## config.mk

```make
export PLATFORM = sky130hd
export DESIGN_NAME = boot_loader_flat
export DESIGN_NICKNAME = d
export VERILOG_FILES = /design/src/rtl/boot_loader_pkg.sv /design/src/rtl/boot_loader_if.sv /design/src/rtl/boot_loader.sv /design/src/flat_wrapper.sv
export SDC_FILE = /design/constraint.sdc
export NUM_CORES = 1
export LEC_CHECK = 0
export CORE_UTILIZATION = 40
export CTS_CLUSTER_DIAMETER = 150
export CTS_CLUSTER_SIZE = 25
export DETAILED_ROUTE_END_ITERATION = 6
export GPL_TIMING_DRIVEN = 0
export SETUP_SLACK_MARGIN = 0.5
export SLEW_MARGIN = 30
export SYNTH_ARGS = -nofsm -noshare
export SYNTH_HDL_FRONTEND = slang
export SYNTH_SLANG_ARGS = --single-unit
```

## constraint.sdc

```tcl
create_clock -name clk -period 3.1 [get_ports clk]
set_input_delay 0.62 -clock clk [delete_from_list [all_inputs] [get_ports clk]]
set_output_delay 0.62 -clock clk [all_outputs]
set_load 0.005 [all_outputs]
```

## src/rtl/boot_loader_pkg.sv

```systemverilog
// Shared definitions for the boot loader: FSM state encoding, default frame
// header byte and the bit positions inside the TGT byte.
package boot_loader_pkg;

  typedef enum logic [2:0] {
    ST_IDLE,
    ST_TGT,
    ST_CNT_LO,
    ST_CNT_HI,
    ST_DATA,
    ST_CKSUM,
    ST_RUN,
    ST_ERROR
  } bl_state_e;

  localparam logic [7:0] HDR_DEFAULT = 8'hA5;
  localparam int         TGT_SEL_BIT = 0;
  localparam int         TGT_RUN_BIT = 1;

  function automatic logic is_busy_state(input bl_state_e s);
    return s inside {ST_TGT, ST_CNT_LO, ST_CNT_HI, ST_DATA, ST_CKSUM};
  endfunction

endpackage

```

## src/rtl/boot_loader_if.sv

```systemverilog
// Host byte stream (valid/ready) plus the memory write port of the boot loader.
interface boot_loader_if #(
  parameter int ADDR_W = 10
) ();
  logic              in_valid;
  logic [7:0]        in_data;
  logic              in_ready;
  logic              mem_we;
  logic              mem_sel;
  logic [ADDR_W-1:0] mem_addr;
  logic [31:0]       mem_wdata;

  modport master (
    output in_valid, in_data,
    input  in_ready, mem_we, mem_sel, mem_addr, mem_wdata
  );

  modport slave (
    input  in_valid, in_data,
    output in_ready, mem_we, mem_sel, mem_addr, mem_wdata
  );
endinterface

```

## src/rtl/boot_loader.sv

```systemverilog
// Frame-driven loader: parses HDR/TGT/CNT/data/CK frames from a byte stream,
// writes little-endian words into imem or dmem, and releases the CPU reset.
module boot_loader
  import boot_loader_pkg::*;
#(
  parameter int         ADDR_W = 10,
  parameter logic [7:0] HDR    = HDR_DEFAULT
) (
  input  logic         clk,
  input  logic         reset,
  boot_loader_if.slave bus,
  output logic         cpu_reset,
  output logic         busy,
  output logic         err
);

  localparam logic [16:0]     MAX_WORDS = 17'(1) << ADDR_W;
  localparam logic [ADDR_W:0] WL_ONE    = {{ADDR_W{1'b0}}, 1'b1};

  bl_state_e         state_q, state_d;
  logic              in_ready_q, in_ready_d;
  logic              mem_we_q, mem_we_d;
  logic              mem_sel_q, mem_sel_d;
  logic [ADDR_W-1:0] mem_addr_q, mem_addr_d;
  logic [31:0]       mem_wdata_q, mem_wdata_d;
  logic              cpu_reset_q, cpu_reset_d;
  logic              busy_q, busy_d;
  logic              err_q, err_d;
  logic              run_q, run_d;
  logic [7:0]        cnt_lo_q, cnt_lo_d;
  logic [ADDR_W:0]   words_left_q, words_left_d;
  logic [1:0]        byte_idx_q, byte_idx_d;
  logic [23:0]       shreg_q, shreg_d;
  logic [7:0]        ck_q, ck_d;

  logic              accept;
  logic [16:0]       cnt_full;

  assign accept   = bus.in_valid && in_ready_q;
  assign cnt_full = {1'b0, bus.in_data, cnt_lo_q};

  always_comb begin
    state_d      = state_q;
    mem_we_d     = 1'b0;
    mem_sel_d    = mem_sel_q;
    mem_addr_d   = mem_addr_q;
    mem_wdata_d  = mem_wdata_q;
    cpu_reset_d  = cpu_reset_q;
    err_d        = err_q;
    run_d        = run_q;
    cnt_lo_d     = cnt_lo_q;
    words_left_d = words_left_q;
    byte_idx_d   = byte_idx_q;
    shreg_d      = shreg_q;
    ck_d         = ck_q;

    // Step past the word just written unless it was the last one, so the
    // address never wraps after a full-size load.
    if (mem_we_q && (words_left_q != '0)) begin
      mem_addr_d = mem_addr_q + {{(ADDR_W-1){1'b0}}, 1'b1};
    end

    if (accept) begin
      case (state_q)
        ST_IDLE, ST_ERROR: begin
          if (bus.in_data == HDR) begin
            state_d = ST_TGT;
            err_d   = 1'b0;
            ck_d    = 8'h00;
          end
        end
        ST_TGT: begin
          ck_d = ck_q ^ bus.in_data;
          if (bus.in_data[7:2] != 6'd0) begin
            state_d = ST_ERROR;
            err_d   = 1'b1;
          end else begin
            mem_sel_d = bus.in_data[TGT_SEL_BIT];
            run_d     = bus.in_data[TGT_RUN_BIT];
            state_d   = ST_CNT_LO;
          end
        end
        ST_CNT_LO: begin
          ck_d     = ck_q ^ bus.in_data;
          cnt_lo_d = bus.in_data;
          state_d  = ST_CNT_HI;
        end
        ST_CNT_HI: begin
          ck_d = ck_q ^ bus.in_data;
          if (cnt_full == 17'd0) begin
            state_d = ST_CKSUM;
          end else if (cnt_full > MAX_WORDS) begin
            state_d = ST_ERROR;
            err_d   = 1'b1;
          end else begin
            state_d      = ST_DATA;
            mem_addr_d   = '0;
            words_left_d = cnt_full[ADDR_W:0];
            byte_idx_d   = 2'd0;
          end
        end
        ST_DATA: begin
          ck_d       = ck_q ^ bus.in_data;
          shreg_d    = {bus.in_data, shreg_q[23:8]};
          byte_idx_d = byte_idx_q + 2'd1;
          if (byte_idx_q == 2'd3) begin
            mem_we_d     = 1'b1;
            mem_wdata_d  = {bus.in_data, shreg_q};
            words_left_d = words_left_q - WL_ONE;
            if (words_left_q == WL_ONE) begin
              state_d = ST_CKSUM;
            end
          end
        end
        ST_CKSUM: begin
          if (bus.in_data == ck_q) begin
            if (run_q) begin
              state_d     = ST_RUN;
              cpu_reset_d = 1'b0;
            end else begin
              state_d = ST_IDLE;
            end
          end else begin
            state_d = ST_ERROR;
            err_d   = 1'b1;
          end
        end
        default: ;
      endcase
    end

    busy_d     = is_busy_state(state_d);
    in_ready_d = (state_d != ST_RUN) && !mem_we_d;
  end

  always_ff @(posedge clk or negedge reset) begin
    if (!reset) begin
      state_q      <= ST_IDLE;
      in_ready_q   <= 1'b0;
      mem_we_q     <= 1'b0;
      mem_sel_q    <= 1'b0;
      mem_addr_q   <= '0;
      mem_wdata_q  <= 32'd0;
      cpu_reset_q  <= 1'b1;
      busy_q       <= 1'b0;
      err_q        <= 1'b0;
      run_q        <= 1'b0;
      cnt_lo_q     <= 8'd0;
      words_left_q <= '0;
      byte_idx_q   <= 2'd0;
      shreg_q      <= 24'd0;
      ck_q         <= 8'd0;
    end else begin
      state_q      <= state_d;
      in_ready_q   <= in_ready_d;
      mem_we_q     <= mem_we_d;
      mem_sel_q    <= mem_sel_d;
      mem_addr_q   <= mem_addr_d;
      mem_wdata_q  <= mem_wdata_d;
      cpu_reset_q  <= cpu_reset_d;
      busy_q       <= busy_d;
      err_q        <= err_d;
      run_q        <= run_d;
      cnt_lo_q     <= cnt_lo_d;
      words_left_q <= words_left_d;
      byte_idx_q   <= byte_idx_d;
      shreg_q      <= shreg_d;
      ck_q         <= ck_d;
    end
  end

  assign bus.in_ready  = in_ready_q;
  assign bus.mem_we    = mem_we_q;
  assign bus.mem_sel   = mem_sel_q;
  assign bus.mem_addr  = mem_addr_q;
  assign bus.mem_wdata = mem_wdata_q;
  assign cpu_reset     = cpu_reset_q;
  assign busy          = busy_q;
  assign err           = err_q;

endmodule
```

## src/flat_wrapper.sv

```systemverilog
// flat-port wrapper written by rule: the top's interface ports become plain ports
module boot_loader_flat import boot_loader_pkg::*;
#(
  parameter int         ADDR_W = 10,
  parameter logic [7:0] HDR    = HDR_DEFAULT
)
  (clk, reset, cpu_reset, busy, err, bus_in_valid, bus_in_data, bus_in_ready, bus_mem_we, bus_mem_sel, bus_mem_addr, bus_mem_wdata);
  boot_loader_if #(.ADDR_W(ADDR_W)) bus_i ();
  input  logic clk;
  input  logic reset;
  output logic cpu_reset;
  output logic busy;
  output logic err;
  input wire logic [$bits(bus_i.in_valid)-1:0] bus_in_valid;
  input wire logic [$bits(bus_i.in_data)-1:0] bus_in_data;
  output wire logic [$bits(bus_i.in_ready)-1:0] bus_in_ready;
  output wire logic [$bits(bus_i.mem_we)-1:0] bus_mem_we;
  output wire logic [$bits(bus_i.mem_sel)-1:0] bus_mem_sel;
  output wire logic [$bits(bus_i.mem_addr)-1:0] bus_mem_addr;
  output wire logic [$bits(bus_i.mem_wdata)-1:0] bus_mem_wdata;
  assign bus_i.in_valid = bus_in_valid;
  assign bus_i.in_data = bus_in_data;
  assign bus_in_ready = bus_i.in_ready;
  assign bus_mem_we = bus_i.mem_we;
  assign bus_mem_sel = bus_i.mem_sel;
  assign bus_mem_addr = bus_i.mem_addr;
  assign bus_mem_wdata = bus_i.mem_wdata;
  boot_loader #(.ADDR_W(ADDR_W), .HDR(HDR)) u_core (.clk(clk), .reset(reset), .bus(bus_i), .cpu_reset(cpu_reset), .busy(busy), .err(err));
endmodule
```

==> flow_summary_export.csv <==
group,metric,value,unit
outcome,status,"finished clean",
yosys,synth_area,0.00492,mm²
power_and_ir_drop,leakage,0.00272,µW
floorplanning,die-width,113,µm
yosys,synth_ff_type,"dfrtp_1",
timing,hold_violations,0,
drt,first_pass_iters,4,
floorplanning,pin_count,59,
worst_hold_path,min_path_type,"in -> async",
power_and_ir_drop,switchingPower,1780,µW
place,hpwl,7.25,mm
grt,grt_overflow,0,
grt,grt_antenna_before_repair,0,
yosys,yosysUniqueCellTypes,62,
clock_network,h-tree-depth,3,
clock_network,cts_tree,"done",
yosys,synth-edff-count,0,
drt,wirelength,10.6,mm
grt,top_usage_layer,"met2",
power_and_ir_drop,peakVddDrop,0.464,mV
yosys,synth.most_common_cell,"dfrtp_1",
grt,grt_pass1_vias,3490,
yosys,syn_inst,414,
grt,met3_usage,4.50,%
clock_network,clockBufferDepth,2,
clock_network,numCtsBuffers,9,
yosys,synth_top_area_share,52.9,%
yosys,synthTopCellsByCount,"dfrtp_1, mux2_2, nor2_1, nand2_1, o21ai_0",
clock_network,clk_pin_slew,80,ps
power_and_ir_drop,clockPowerShare,21.1,%
yosys,synth-seq-cells,105,
timing,fin_crit_sh,77.1,%
timing,grt_setup_unrepaired,"false",
layout,antennaDiodeCount,0,
worst_setup_path,r2r_start,"u_core.cnt_lo_q[1]$_DFFE_PN0P_",
drt,drtIter0Drc,153,
timing,drv_slew,0,
drt,wl_per_cell,16.6,µm
worst_setup_path,worst-path-max-fanout,10,
worst_setup_path,startpoint,"bus_in_data[0]",
timing,timing.hold.ws,184,ps
floorplanning,core,0.0120,mm²
timing,fmax,418,MHz
power_and_ir_drop,switching_share,34.0,%
yosys,avgSynthCellArea,11.9,µm²
yosys,synth_area_leaders,"dfrtp_1, mux2_2, mux2_4",
run,cap_violations,0,
grt,met1_usage,23.8,%
floorplanning,start_util,41.0,%
grt,grt_pass1_wl,17.7,mm
yosys,yosysTopAreaCell,"dfrtp_1",
power_and_ir_drop,p_int,3470,µW
layout,syn_to_final_growth,22.4,%
worst_setup_path,crit_path_start_kind,"primary input",
grt,grtUsageTotal,17.8,%
yosys,yosys_warnings,0,
worst_setup_path,reg2regPathDepth,8,
drt,ant_nets,0,
worst_setup_path,r2r-end,"u_core.words_left_q[1]$_DFFE_PN0P_",
worst_setup_path,timing_worst_setup_path_type,"in -> reg",
power_and_ir_drop,seq_power_share,43.2,%
worst_setup_path,crit_arrival,2670,ps
timing,tns,0,ps
clock_network,cts_sinks,105,
drt,drc_errors,0,
yosys,yosysSeqAreaShare,53.4,%
timing,setup_viol,0,
layout,drive_gt1_share,24.0,%
drt,via_per_inst,5.38,
timing,fin_crit,2390,ps
worst_setup_path,r2r_slack,800,ps
power_and_ir_drop,p_comb_share,35.6,%
floorplanning,die_y,113,µm
drt,dr_total_vias,3413,
layout,fin_nets,498,
floorplanning,die_area,0.0127,mm²
clock_network,cts-root-buf,"clkbuf_16",
clock_network,clkLatencyLatePin,350,ps
power_and_ir_drop,powerDensity,871,mW/mm²
timing,slew_headroom,49.1,%
worst_setup_path,cp.required,3380,ps
place,portBuffers,56,
grt,grt_util_met2,28.2,%
timing,worst_slew_pin_slew,758,ps
floorplanning,rows,40,
place,place.gp.congestion,0.895,
worst_setup_path,crit_path_end,"u_core.words_left_q[1]$_DFFE_PN0P_",
timing,fin_worst_skew,8.67,ps
worst_setup_path,critPathCaptureType,"register",
yosys,synthArstFlopShare,100,%
grt,grt_max_degree,63,
yosys,synth_nets,430,
==> layout by cell type (no fill, tap or decap), types with 10 or more instances in the layout <==
| cell | netlist | layout |
|---|---|---|
| clkdlybuf4s50_1 | 0 | 50 |
| nand2_1 | 27 | 27 |
| nor2_1 | 34 | 34 |
| a21oi_1 | 14 | 13 |
| xor2_1 | 14 | 14 |
| nand2b_1 | 10 | 10 |
| mux2_2 | 58 | 58 |
| o21ai_0 | 25 | 25 |
| dfrtp_1 | 104 | 104 |
==> critical path, stage by stage <==
cell	delay (ps)
buf_4	170
nor4_1	430
nand3_2	180
xor2_1	220
nand4_2	210
a21oi_2	340
buf_2	290
o211ai_1	120
o21ai_0	80
==> through the flow <==
stage	cell area [µm²]	power, µW	setup slack (ps)	util (%)	cells
3_3_place_gp	5670	4080	-2630	47.2	617
4_1_cts	5990	5280	502	49.9	634
6_report	6020	5250	710	50.2	634
5_1_grt	6020	5620	560	50.2	634
3_5_place_dp	5690	4140	57.3	47.4	618
2_1_floorplan	4920	3370	752	-	414
==> final cells by class <==
| cell class | count | area (µm²) |
|---|---|---|
| sequential | 105 | 2630 |
| inverter | 7 | 26.3 |
| tap | 147 | 184 |
| fill | 1099 | 5990 |
| timing repair buffer | 57 | 602 |
| multi-input combinational | 285 | 2180 |
| clock inverter | 7 | 61.3 |
| clock buffer | 9 | 225 |
| buffer | 17 | 121 |
==> how the worst min path moves through the flow <==
stage                                                 to  cells past startpoint
floorplan                  u_core.bus.in_ready$_DFF_PN0_                      0
global placement            u_core.cpu_reset$_DFFE_PN1P_                      1
detailed placement          u_core.cpu_reset$_DFFE_PN1P_                      1
CTS                 u_core.bus.mem_wdata[29]$_DFFE_PN0P_                      1
global route                  u_core.ck_q[7]$_DFFE_PN0P_                      1
finish              u_core.bus.mem_wdata[29]$_DFFE_PN0P_                      1
==> cell families (layout without fill, tap and decap cells) <==
group / count (synthesis) / count (layout) / synth area share, %
mux: 69 / 69 / 16.4
buf+inv: 24 / 97 / 3.00
fa+ha+maj: 5 / 5 / 1.27
xor+xnor: 17 / 17 / 3.03
compound gates: 79 / 79 / 10.5
simple gates: 115 / 115 / 12.3
flops: 105 / 105 / 53.4
==> metal layers <==
metal | vias up | part of all wire (%)
met2 | 78 | 48
li1 | 1611 | -
met4 | 0 | 1.7
met1 | 1711 | 46
met5 | - | 0
met3 | 13 | 4.7
==> power by group through the flow <==
stage,clock (µW),sequential (µW),combinational [µW]
after floorplan,0,2210,1170
after global placement,0,2270,1800
after detailed placement,0,2300,1850
after CTS,1140,2280,1870
after global routing,1200,2350,2070
final,1110,2270,1870
==> sequential cells by signal (all words and copies together), names as in the netlist, 2 cells and up <==
signal and flops:
u_core.bus.mem_addr 10, u_core.bus.mem_wdata 32, u_core.byte_idx_q 2, u_core.ck_q 8, u_core.cnt_lo_q 8, u_core.shreg_q 24, u_core.state_q 3, u_core.words_left_q 11
==> repair_timing <==
action                     4_1_cts  5_1_grt
setup buffers                    0        0
gates resized for setup          2        8
pin swaps                        0        2
hold buffers                     0        0
setup endpoints to repair        2        4
No activity file was read; power rests on OpenSTA's default activity.
